## src/rtl/fetch_npc_stage.sv

```systemverilog
`default_nettype none
// ============================================================================
//  Module   : fetch_npc_stage
//  Purpose  : MIPS fetch stage. Holds the PC register, selects the next PC
//             (sequential / branch / jump / jr) and loads the F/D pipeline
//             register. The instruction already in F when D resolves a
//             control transfer is the delay slot and is never flushed.
//  Revision : 1.0  initial release
// ============================================================================
module fetch_npc_stage #(
    parameter logic [31:0] RESET_PC = 32'h0000_3000,
    parameter logic [31:0] IM_BASE  = 32'h0000_3000,
    parameter logic [31:0] IM_LIMIT = 32'h0000_6FFC
) (
    input  logic        clk,
    input  logic        reset,        // asynchronous, active-low
    input  logic        stall,
    input  logic [2:0]  D_npc_op,
    input  logic        D_allow,
    input  logic [25:0] D_imm26,
    input  logic [31:0] D_rs_val,
    input  logic [31:0] F_instr,
    output logic [31:0] F_pc,
    output logic [31:0] D_pc,
    output logic [31:0] D_instr,
    output logic        D_valid,
    output logic [31:0] D_pc8,
    output logic        redirect,
    output logic        F_fetch_err
);

    localparam logic [2:0] c_OP_SEQ = 3'b000;
    localparam logic [2:0] c_OP_BR  = 3'b001;
    localparam logic [2:0] c_OP_J   = 3'b010;
    localparam logic [2:0] c_OP_JR  = 3'b011;

    logic [31:0] r_f_pc;
    logic [31:0] r_d_pc;
    logic [31:0] r_d_instr;
    logic        r_d_valid;

    logic [2:0]  w_op;
    logic [31:0] w_seq_pc;
    logic [31:0] w_br_pc;
    logic [31:0] w_j_pc;
    logic [31:0] w_next_pc;
    logic        w_redirect;
    logic        w_fetch_err;

    // An empty D slot (bubble) must never steer fetch, so its op is forced to sequential.
    assign w_op     = r_d_valid ? D_npc_op : c_OP_SEQ;
    assign w_seq_pc = r_f_pc + 32'd4;
    // Branch offset is relative to the delay-slot address (D_pc + 4).
    assign w_br_pc  = r_d_pc + 32'd4 + {{14{D_imm26[15]}}, D_imm26[15:0], 2'b00};
    assign w_j_pc   = {r_d_pc[31:28], D_imm26, 2'b00};

    // Next-PC select; D_allow only matters for conditional branches.
    always_comb begin
        w_next_pc  = w_seq_pc;
        w_redirect = 1'b0;
        case (w_op)
            c_OP_BR: begin
                if (D_allow) begin
                    w_next_pc  = w_br_pc;
                    w_redirect = 1'b1;
                end
            end
            c_OP_J: begin
                w_next_pc  = w_j_pc;
                w_redirect = 1'b1;
            end
            c_OP_JR: begin
                w_next_pc  = D_rs_val;
                w_redirect = 1'b1;
            end
            default: begin
                w_next_pc  = w_seq_pc;
                w_redirect = 1'b0;
            end
        endcase
    end

    // Misaligned or out-of-window fetches are reported, not corrected.
    assign w_fetch_err = (r_f_pc[1:0] != 2'b00) | (r_f_pc < IM_BASE) | (r_f_pc > IM_LIMIT);

    // PC and F/D register: reset > stall > advance; bad fetches enter D as bubbles.
    always_ff @(posedge clk or negedge reset) begin
        if (!reset) begin
            r_f_pc    <= RESET_PC;
            r_d_pc    <= RESET_PC;
            r_d_instr <= 32'd0;
            r_d_valid <= 1'b0;
        end else if (!stall) begin
            r_f_pc <= w_next_pc;
            r_d_pc <= r_f_pc;
            if (w_fetch_err) begin
                r_d_instr <= 32'd0;
                r_d_valid <= 1'b0;
            end else begin
                r_d_instr <= F_instr;
                r_d_valid <= 1'b1;
            end
        end
    end

    assign F_pc        = r_f_pc;
    assign D_pc        = r_d_pc;
    assign D_instr     = r_d_instr;
    assign D_valid     = r_d_valid;
    assign D_pc8       = r_d_pc + 32'd8;
    assign redirect    = w_redirect;
    assign F_fetch_err = w_fetch_err;

endmodule
`default_nettype wire

```

## config.mk

```make
export PLATFORM = sky130hd
export DESIGN_NAME = fetch_npc_stage
export DESIGN_NICKNAME = d
export VERILOG_FILES = /design/src/rtl/fetch_npc_stage.sv
export SDC_FILE = /design/constraint.sdc
export NUM_CORES = 1
export LEC_CHECK = 0
export CORE_MARGIN = 3
export CORE_UTILIZATION = 50
export DETAILED_ROUTE_END_ITERATION = 16
export PLACE_DENSITY = 0.95
export SYNTH_ARGS = -nofsm -noshare
export SYNTH_HDL_FRONTEND = slang
export SYNTH_SLANG_ARGS = --single-unit
```

## constraint.sdc

```tcl
create_clock -name clk -period 6.8 [get_ports clk]
set_input_delay 0.68 -clock clk [delete_from_list [all_inputs] [get_ports clk]]
set_output_delay 0.68 -clock clk [all_outputs]
set_load 0.005 [all_outputs]
```

==> results.ini, run 1 <==
[status]
outcome = finished, final reports clean

[worst_setup_path]
startpoint_type = input port
reg2reg_depth = 11
worst-setup-path-type = input port to output port
ff2ff_setup_slack_ns = 3.30
cp-end-kind = output port
reg2reg_to = F_pc[28]
crit_chain = clkdlybuf4s50_1 -> nand3b_1 -> nor2_1 -> and2_1 -> a21oi_1 -> inv_1 -> clkdlybuf4s50_1
crit_required_ns = 6.12
cpMostUsedCell = clkdlybuf4s50_1
critPathMaxStageDelay_ns = 1.09
crit_fanout = 22
r2r-start = D_pc[6]
cpMaxStageDelayCell = a21oi_1
arrival_ns = 3.66

[layout]
final_common_cell = clkdlybuf4s50_1
syn_to_final_growth_pct = 37.6
layout-drive-gt1-share = 0.0509
num-nets-final = 1212
layout.cells.most_common_list = clkdlybuf4s50_1, nand2_1, dfrtp_1, a21oi_1, o21ai_0
antenna_cells = 0

[die]
dieArea_um2 = 15600
ios = 228
core_um2 = 13600
initial_utilization = 0.522
die_w_um = 125
rows = 42
dieHeight_um = 125

[clocking]
post-cts-setup-buffers = 0
cts_tree = built
cts_root_buffer = clkbuf_16
clk_pin_slew_ns = 0.07
numCtsBuffers = 9
clock_latency_ns = 0.36
cts_hold_buf = 0
htreeDepth = 3
cts.path.max_buffers = 2
postCtsResizedCells = 0
cts.sinks = 97

[grt]
grt.overflow.total = 0
antenna_found_initial = 0
grt_max_degree = 75
grt_pass1_wl_um = 38800
track_usage = 0.301
grt_pass1_vias = 7501

[yosys]
synthFlopType = dfrtp_1
synth_top_area_share = 0.329
synth_fp_nets = 1006
syn_area_per_cell_um2 = 8.34
ys_ff_latch = 97
synth-async-reset-ratio = 1.00
synth_area_leaders = dfrtp_1, ha_1, nand2_1
synthesis.area_um2 = 7080
yosysTopAreaCell = dfrtp_1
ys_seq_area_frac = 0.343
synth.yosys.warnings = 0
synth_edf_count = 0
synth_cell_types = 63
syn_inst = 849

[routing]
via_per_inst = 6.08
drc = 0
wl_per_cell_um = 19.4
dr.pass1.iters = 7
via_count = 7515
drt_wl_total_um = 24000
ant_nets = 0
drtIter0Drc = 599

[power_and_ir_drop]
p_total_mw = 3.08
worst_ir_drop_vdd_mv = 0.235
power.density_nw_per_um2 = 316
p_leak_nw = 4.20

[timing]
rsz0062_at_grt = false
timing.fmax_mhz = 230
max-slew-margin-rel = 0.192
period_share = 0.638
tightest_slew_ns = 1.21
hold_viol_final = 0
holdWs_ns = 0.328
slew_viol_final = 0
fin_skew_ns = 0.00928
final-setup-viol-count = 0
fin_crit_ns = 4.34
setup_tns_ns = 0
layout_setup_ws_ns = 2.46

[hold_path]
min_path_type = input port to async pin

[placed_design]
routabilityCongestion = 0.976
pre_cts_slack_ns = 2.36
port_buffers = 227
dp_hpwl_um = 17800

[run]
max_cap_violations = 0

## worst max path at each step
stage,end,start,cells past startpoint
after detailed placement,F_pc[31],D_imm26[15],12
final,redirect,D_npc_op[0],7
after global routing,redirect,D_npc_op[0],7
after global placement,F_pc[31],D_imm26[15],12
after CTS,redirect,D_npc_op[0],7
after floorplan,F_pc[31],D_imm26[14],11
## report_power, final
part	internal, mW	switching (mW)	total, mW
Sequential	0.706	0.225	0.931
Clock	0.256	0.246	0.502
Combinational	0.840	0.805	1.65
Total	1.80	1.28	3.08
## routing by layer
layer  global-route usage  part of all wire  vias up
met5                    0                 0        -
met4                0.149             0.040        0
met3               0.0657             0.086       80
met2                0.490              0.48      410
met1                0.382              0.39     3546
li1                     -                 -     3479
## critical path: cells and delay by family
| family | cells | cell delay (ns) |
|---|---|---|
| AO/OA/AOI/OAI | 1 | 1.09 |
| buffers and inverters | 3 | 1.15 |
| AND/OR/NAND/NOR | 3 | 0.73 |
## per-stage QoR
step | area, µm² | std cells | util
2_1_floorplan | 7080 | 849 | -
3_3_place_gp | 9460 | 1220 | 0.698
3_5_place_dp | 9460 | 1220 | 0.698
4_1_cts | 9750 | 1236 | 0.719
5_1_grt | 9750 | 1236 | 0.719
6_report | 9750 | 1236 | 0.719
## cells in the mapped netlist, types with 5 or more instances
library cell,count
a21oi_1,75
o21ai_0,70
and3_1,10
and2_1,7
inv_1,43
nand2b_1,5
a22oi_1,5
dfrtp_1,93
a31oi_1,12
a221o_1,5
clkbuf_1,31
nand2_1,125
nor2_1,40
xor2_1,17
a221oi_1,22
xnor2_1,50
nor3_1,11
nand3_1,59
a21o_1,8
nor4_1,7
mux2_2,11
nand4_1,13
ha_1,59
## cell families after synthesis
logic type / count (synthesis) / synth area share
flops: 97 / 0.343
simple gates: 297 / 0.195
compound gates: 234 / 0.206
mux: 11 / 0.0175
fa+ha+maj: 60 / 0.107
xor+xnor: 67 / 0.0828
buf+inv: 83 / 0.0482
## flip-flops by register name (all words and copies together) (netlist names)
name and cells:
F_pc 32, D_instr 32, D_valid 1, D_pc 32
## layout make-up
type	instances	area (µm²)
Fill cell	1021	3810
Multi-Input combinational cell	669	4320
Tap cell	176	220
Clock buffer	9	225
Clock inverter	7	66.3
Timing Repair Buffer	235	2330
Sequential cell	97	2430
Inverter	43	161
Power figures use the tool's default switching activity.
==> run 2, diff against run 1 <==
--- a/config.mk
+++ b/config.mk
@@ -6,9 +6,9 @@
 export NUM_CORES = 1
 export LEC_CHECK = 0
 export CORE_MARGIN = 3
-export CORE_UTILIZATION = 50
+export CORE_UTILIZATION = 48
 export DETAILED_ROUTE_END_ITERATION = 16
-export PLACE_DENSITY = 0.95
+export PLACE_DENSITY = 0.93
 export SYNTH_ARGS = -nofsm -noshare
 export SYNTH_HDL_FRONTEND = slang
 export SYNTH_SLANG_ARGS = --single-unit
==> constraint.sdc (replaced) <==
create_clock -name clk -period 4.1 [get_ports clk]
set_input_delay 0.41 -clock clk [delete_from_list [all_inputs] [get_ports clk]]
set_output_delay 0.41 -clock clk [all_outputs]
set_load 0.005 [all_outputs]
==> run 2 against run 1 <==
  * Combinational power rose by 64%
  * Global-route usage decreased by 1.3 points
  * Critical path depth up 5
  * Flip-flop and latch count unchanged
  * Die area is 4.0% higher
  * Non-clock buffer count rose by 4
  * Utilization fell by 2.6 points
  * Critical endpoint is now F_pc[31]
  * Register-to-register slack got worse by 2.5 ns
==> results.ini, run 2 (synthesized netlist as in run 1, its figures left out) <==
[die]
die_w_um = 127
dieArea_um2 = 16200
rows = 43
ios = 228
dieHeight_um = 127
core_um2 = 14100
initial_utilization = 0.501

[clocking]
cts_tree = built
htreeDepth = 3
cts.path.max_buffers = 2
clk_pin_slew_ns = 0.06
cts.sinks = 97
clock_latency_ns = 0.36
numCtsBuffers = 9
cts_root_buffer = clkbuf_16
post-cts-setup-buffers = 0
cts_hold_buf = 0
postCtsResizedCells = 0

[layout]
multi_input_area_um2 = 4320
syn_to_final_growth_pct = 38.5
seq_area_um2 = 2430
layout-drive-gt1-share = 0.0536
antenna_cells = 0
num-nets-final = 1216
final_common_cell = clkdlybuf4s50_1
n_fill_cell = 1109
postLayoutCoreUtil = 0.693
layout.cells.most_common_list = clkdlybuf4s50_1, nand2_1, dfrtp_1, a21oi_1, o21ai_0

[routing]
wl_met3_um = 1910
wl_met2_um = 11600
drt_wl_total_um = 23600
via_count = 7423
drc = 0
wl_per_cell_um = 19.0
dr.pass1.iters = 5
wl_met1_um = 9370
top_layer = met4
via_per_inst = 5.97
drtIter0Drc = 577
ant_nets = 0

[worst_setup_path]
cpMaxStageDelayCell = clkdlybuf4s50_1
path_depth = 12
cp-end-kind = flop
crit_required_ns = 4.32
path_delay_family = simple AND/OR/NAND/NOR gates
reg2reg_depth = 13
cp.buffers_inverters = 1
worst-setup-path-type = input port to flop
crit_fanout = 8
arrival_ns = 3.72
crit_chain = clkdlybuf4s50_1 -> ha_1 -> ha_1 -> nand2_1 -> or4_4 -> o21ai_0 -> nor2_1 -> a311oi_2 -> a31oi_1 -> or2_1 -> a31oi_1 -> o221ai_1
critPathMaxStageDelay_ns = 0.65
startpoint_type = input port

[timing]
period_share = 0.853
fin_crit_ns = 3.50
slew_viol_final = 0
final-setup-viol-count = 0
timing.fmax_mhz = 286
rsz0062_at_grt = false
fin_skew_ns = 0.00768
tightest_slew_ns = 1.11
hold_viol_final = 0
max-slew-margin-rel = 0.256
setup_tns_ns = 0

[hold_path]
min_path_type = input port to async pin

[grt]
grt.overflow.total = 0
grt_pass1_wl_um = 37800
track_usage = 0.288
antenna_found_initial = 0
grt_max_degree = 93
grt_pass1_vias = 7413

[run]
max_cap_violations = 0

[power_and_ir_drop]
power.density_nw_per_um2 = 526
p_leak_nw = 4.23
worst_ir_drop_vdd_mv = 0.460

[placed_design]
routabilityCongestion = 0.942
dp_hpwl_um = 17400
port_buffers = 227

[status]
outcome = finished, final reports clean

## run 2: path summary, 6_finish.rpt
kind                             startpoint           to  slack, ns
worst max-delay path            D_imm26[15]     F_pc[31]       0.60
worst min-delay path                  reset  D_instr[26]       0.19
worst max register to register      D_pc[3]     F_pc[31]       0.82
worst min register to register  D_instr[25]  D_instr[25]       0.47
max in group asynchronous             reset     D_pc[13]       2.96
min in group clk                D_instr[25]  D_instr[25]       0.47
## run 2: layer usage
layer | vias up | GRT usage
li1 | 3478 | -
met1 | 3514 | 0.359
met2 | 364 | 0.484
met3 | 67 | 0.0715
met4 | 0 | 0.109
met5 | - | 0
## run 2: metrics by stage
| step | cell area [µm²] | total power, mW | std cells | hold WS [ns] | setup slack [ns] |
|---|---|---|---|---|---|
| 5_1_grt | 9810 | 5.52 | 1244 | 0.245 | 0.387 |
| 3_3_place_gp | 9490 | 4.12 | 1228 | 0.453 | 0.399 |
| 3_5_place_dp | 9490 | 4.20 | 1228 | 0.458 | 0.320 |
| 2_1_floorplan | 7080 | 3.00 | 849 | 0.114 | 1.18 |
| 6_report | 9810 | 5.16 | 1244 | 0.188 | 0.602 |
| 4_1_cts | 9810 | 5.14 | 1244 | 0.234 | 0.610 |
## run 2: final cells by class
cell class              instances  area share
clock buffers                  13      0.0275
flip-flops and latches         97       0.248
repair buffers                239       0.240
inverters                      43      0.0165
multi-input cells             669       0.440
clock inverters                 3     0.00485
well taps                     180      0.0230
## run 2: power by group
part | switching (mW) | leakage, nW | internal (mW)
Combinational | 1.31 | 2.92 | 1.39
Sequential | 0.375 | 1.15 | 1.17
Clock | 0.385 | 0.156 | 0.526
==> variant (flow settings as in run 2) <==
Register the outputs `redirect` and `F_fetch_err`, without a reset; this adds one clock of latency there. The other outputs are not delayed to match.
--- a/src/rtl/fetch_npc_stage.sv
+++ b/src/rtl/fetch_npc_stage.sv
@@ -108,8 +108,10 @@
     assign D_instr     = r_d_instr;
     assign D_valid     = r_d_valid;
     assign D_pc8       = r_d_pc + 32'd8;
-    assign redirect    = w_redirect;
-    assign F_fetch_err = w_fetch_err;
+    always_ff @(posedge clk) begin
+        redirect    <= w_redirect;
+        F_fetch_err <= w_fetch_err;
+    end
 
 endmodule
 `default_nettype wire
Formal check against the unedited RTL: not equivalent (Yosys sat finds a counterexample within 4 cycles, from zero or initial values and one cycle with reset low).
==> variant against run 2 <==
- critical path type is now flip-flop to output pin
- setup slack worse by 0.25 ns
- clock power up 0.4%
- routed wire length is 0.94% higher
- highest routed layer unchanged
- first-iteration DRC count rose by 14%
- power grew 0.52%
- area after synthesis is 0.57% higher
- cell area increased by 0.36%
- sequential cell count grew 2
- critical endpoint is now D_pc8[28]
- hold slack got worse by 0.058 ns
- non-clock buffer count is the same
- global-route usage decreased by 0.11 points
- sequential share of layout area increased by 0.32 points
==> variant: results (changes against run 2) <==
* Max Fanout on Critical Path at 6 (-2)
* Pin count of the biggest net entering global routing at 104 (+12%)
* Net count reported at finish at 1218 (+0.16%)
* Kind of path behind the tightest hold check: primary input to async pin
* Share of synthesized area occupied by flip-flops and latches at 34.71% (+0.37 points)
* Post-synth cell types at 64 (+1.6%)
* Vias at 7364 (-0.79%)
* Status: finished clean
* All-Layer GR Usage at 28.74% (-0.11 points)
* Number of cells traversed by the worst register-to-register path at 11 (-2)
* Leakage power at 4.246 nW (+0.33%)
* CTS Buf Count at 9 (unchanged)
* Slowest cell on the critical path: sky130_fd_sc_hd__dfrtp_1
* Sum of routed wire length over all layers at 23820 µm (+0.94%)
* First-iteration detailed-routing DRC count at 660 (+14%)
* Top_reg_cell synth: sky130_fd_sc_hd__dfrtp_1
* Clock Latency Late Sink at 0.36 ns (about the same)
* Routed vias/inst at 5.910 (-0.95%)
* Post-placement worst setup slack at 0.3177 ns (-0.002331 ns)
* Vias in the first global route at 7197 (-2.9%)
* Worst Hold Slack at 0.1299 ns (-0.05763 ns)
* Total half-perimeter wirelength after legalization and detailed placement at 17800 µm (+2.2%)
* Number of nets with antenna violations after routing at 0 (unchanged)
* H-tree depth reported by CTS at 3 (unchanged)
* VDD IR-drop max at 0.3567 mV (-22%)
* I/O Buffers at 227 (unchanged)
* Post-CTS sizing at 0 (unchanged)
* Clock-pin slew reported for the worst setup and hold paths after clock tree synthesis at around 0.07 ns
* Setup clock skew after layout at 0.01297 ns (+0.005288 ns)
* Most instantiated cells after synthesis: sky130_fd_sc_hd__nand2_1 (125), sky130_fd_sc_hd__dfrtp_1 (93), sky130_fd_sc_hd__a21oi_1 (75)
* Post-CTS Setup Bufs at 0 (unchanged)
* Proportion of layout cells with a drive suffix above 1 at 5.347% (-0.010 points)
* Startpoint of the worst register-to-register path: D_pc[6]$_DFFE_PN0N_
* Worst slew margin at 24.09% (-1.5 points)
* Weighted congestion at the end of routability-driven global placement at 0.9802 (+4.0%)
* Wire length of the first global-routing pass at 37550 µm (-0.62%)
* Top cells by area, synth: sky130_fd_sc_hd__dfrtp_1 (33%), sky130_fd_sc_hd__ha_1 (10%), sky130_fd_sc_hd__nand2_1 (6.6%), sky130_fd_sc_hd__xnor2_1 (6.1%), sky130_fd_sc_hd__a21oi_1 (5.3%)
* Number of inserted diodes at 0 (unchanged)
* Clock tree root driver cell: sky130_fd_sc_hd__clkbuf_16
* Capture point of the worst reg-to-reg path: F_pc[28]$_DFFE_PN0N_
* Post-synthesis async set-or-reset flop share at 97.98% (-2.0 points)
* Largest stage delay on the critical path at 0.53 ns (-0.12 ns)
* Syn Area/Cell at 8.370 µm² (+0.33%)
* Yosys warns at 0 (unchanged)
* FF-to-FF setup slack at 0.80 ns (-0.02 ns)
* Critical path data arrival time at 3.34 ns (-0.38 ns)
* Instance area after placement at 9533 µm² (+0.42%)
* Total nets after synthesis at 1008 (+0.20%)
[variant: cell types whose count changed after synthesis, sizes merged]
cell   change
dfxtp      +2
[variant: logic make-up (layout without fill, tap and decap cells)]
kind of cell / after synthesis / after routing / share of synthesized area (%)
fa+ha+maj: 60 / 60 / 10.64
buf+inv: 83 / 298 / 4.795
simple gates: 297 / 297 / 19.43
compound gates: 234 / 234 / 20.45
flops: 99 / 99 / 34.71
xor+xnor: 67 / 67 / 8.238
mux: 11 / 11 / 1.739
[variant: per-layer routing]
| metal | global-route usage (%) | vias up | wire [µm] |
|---|---|---|---|
| met5 | 0 | - | 0 |
| met4 | 11.55 | 0 | 820 |
| met3 | 6.042 | 72 | 1920 |
| met2 | 47.50 | 351 | 11560 |
| met1 | 36.79 | 3455 | 9510 |
| li1 | - | 3486 | - |
[variant: worst max path at each step]
stage	from	end	slack, ns	cells after the start
3_3_place_gp	D_imm26[15]	F_pc[31]$_DFFE_PN0N_	0.42	12
4_1_cts	D_pc[6]$_DFFE_PN0N_	D_pc8[28]	0.32	9
3_5_place_dp	D_imm26[15]	F_pc[31]$_DFFE_PN0N_	0.32	12
2_1_floorplan	D_pc[16]$_DFFE_PN0N_	F_pc[31]$_DFFE_PN0N_	1.18	11
5_1_grt	D_pc[5]$_DFFE_PN0N_	D_pc8[28]	0.11	9
6_report	D_pc[6]$_DFFE_PN0N_	D_pc8[28]	0.35	9
[variant: layout make-up]
cell class              count  area, µm²
fillers                  1105       4358
repair buffers            239       2357
inverters                  43      161.4
clock buffers              12      256.5
multi-input cells         669       4317
well taps                 180      225.2
flip-flops and latches     99       2472
clock inverters             4      56.30
[variant: power breakdown]
group | internal, mW | total [mW] | switching, mW
Combinational | 1.39 | 2.71 | 1.31
Clock | 0.513 | 0.914 | 0.401
Sequential | 1.19 | 1.57 | 0.379
[variant: worst max-delay path: cells and delay by family (launching register included)]
kind / cells / cell delay, ns
simple gates: 7 / 1.74
flops: 1 / 0.53
buf+inv: 1 / 0.53
xor+xnor: 1 / 0.17
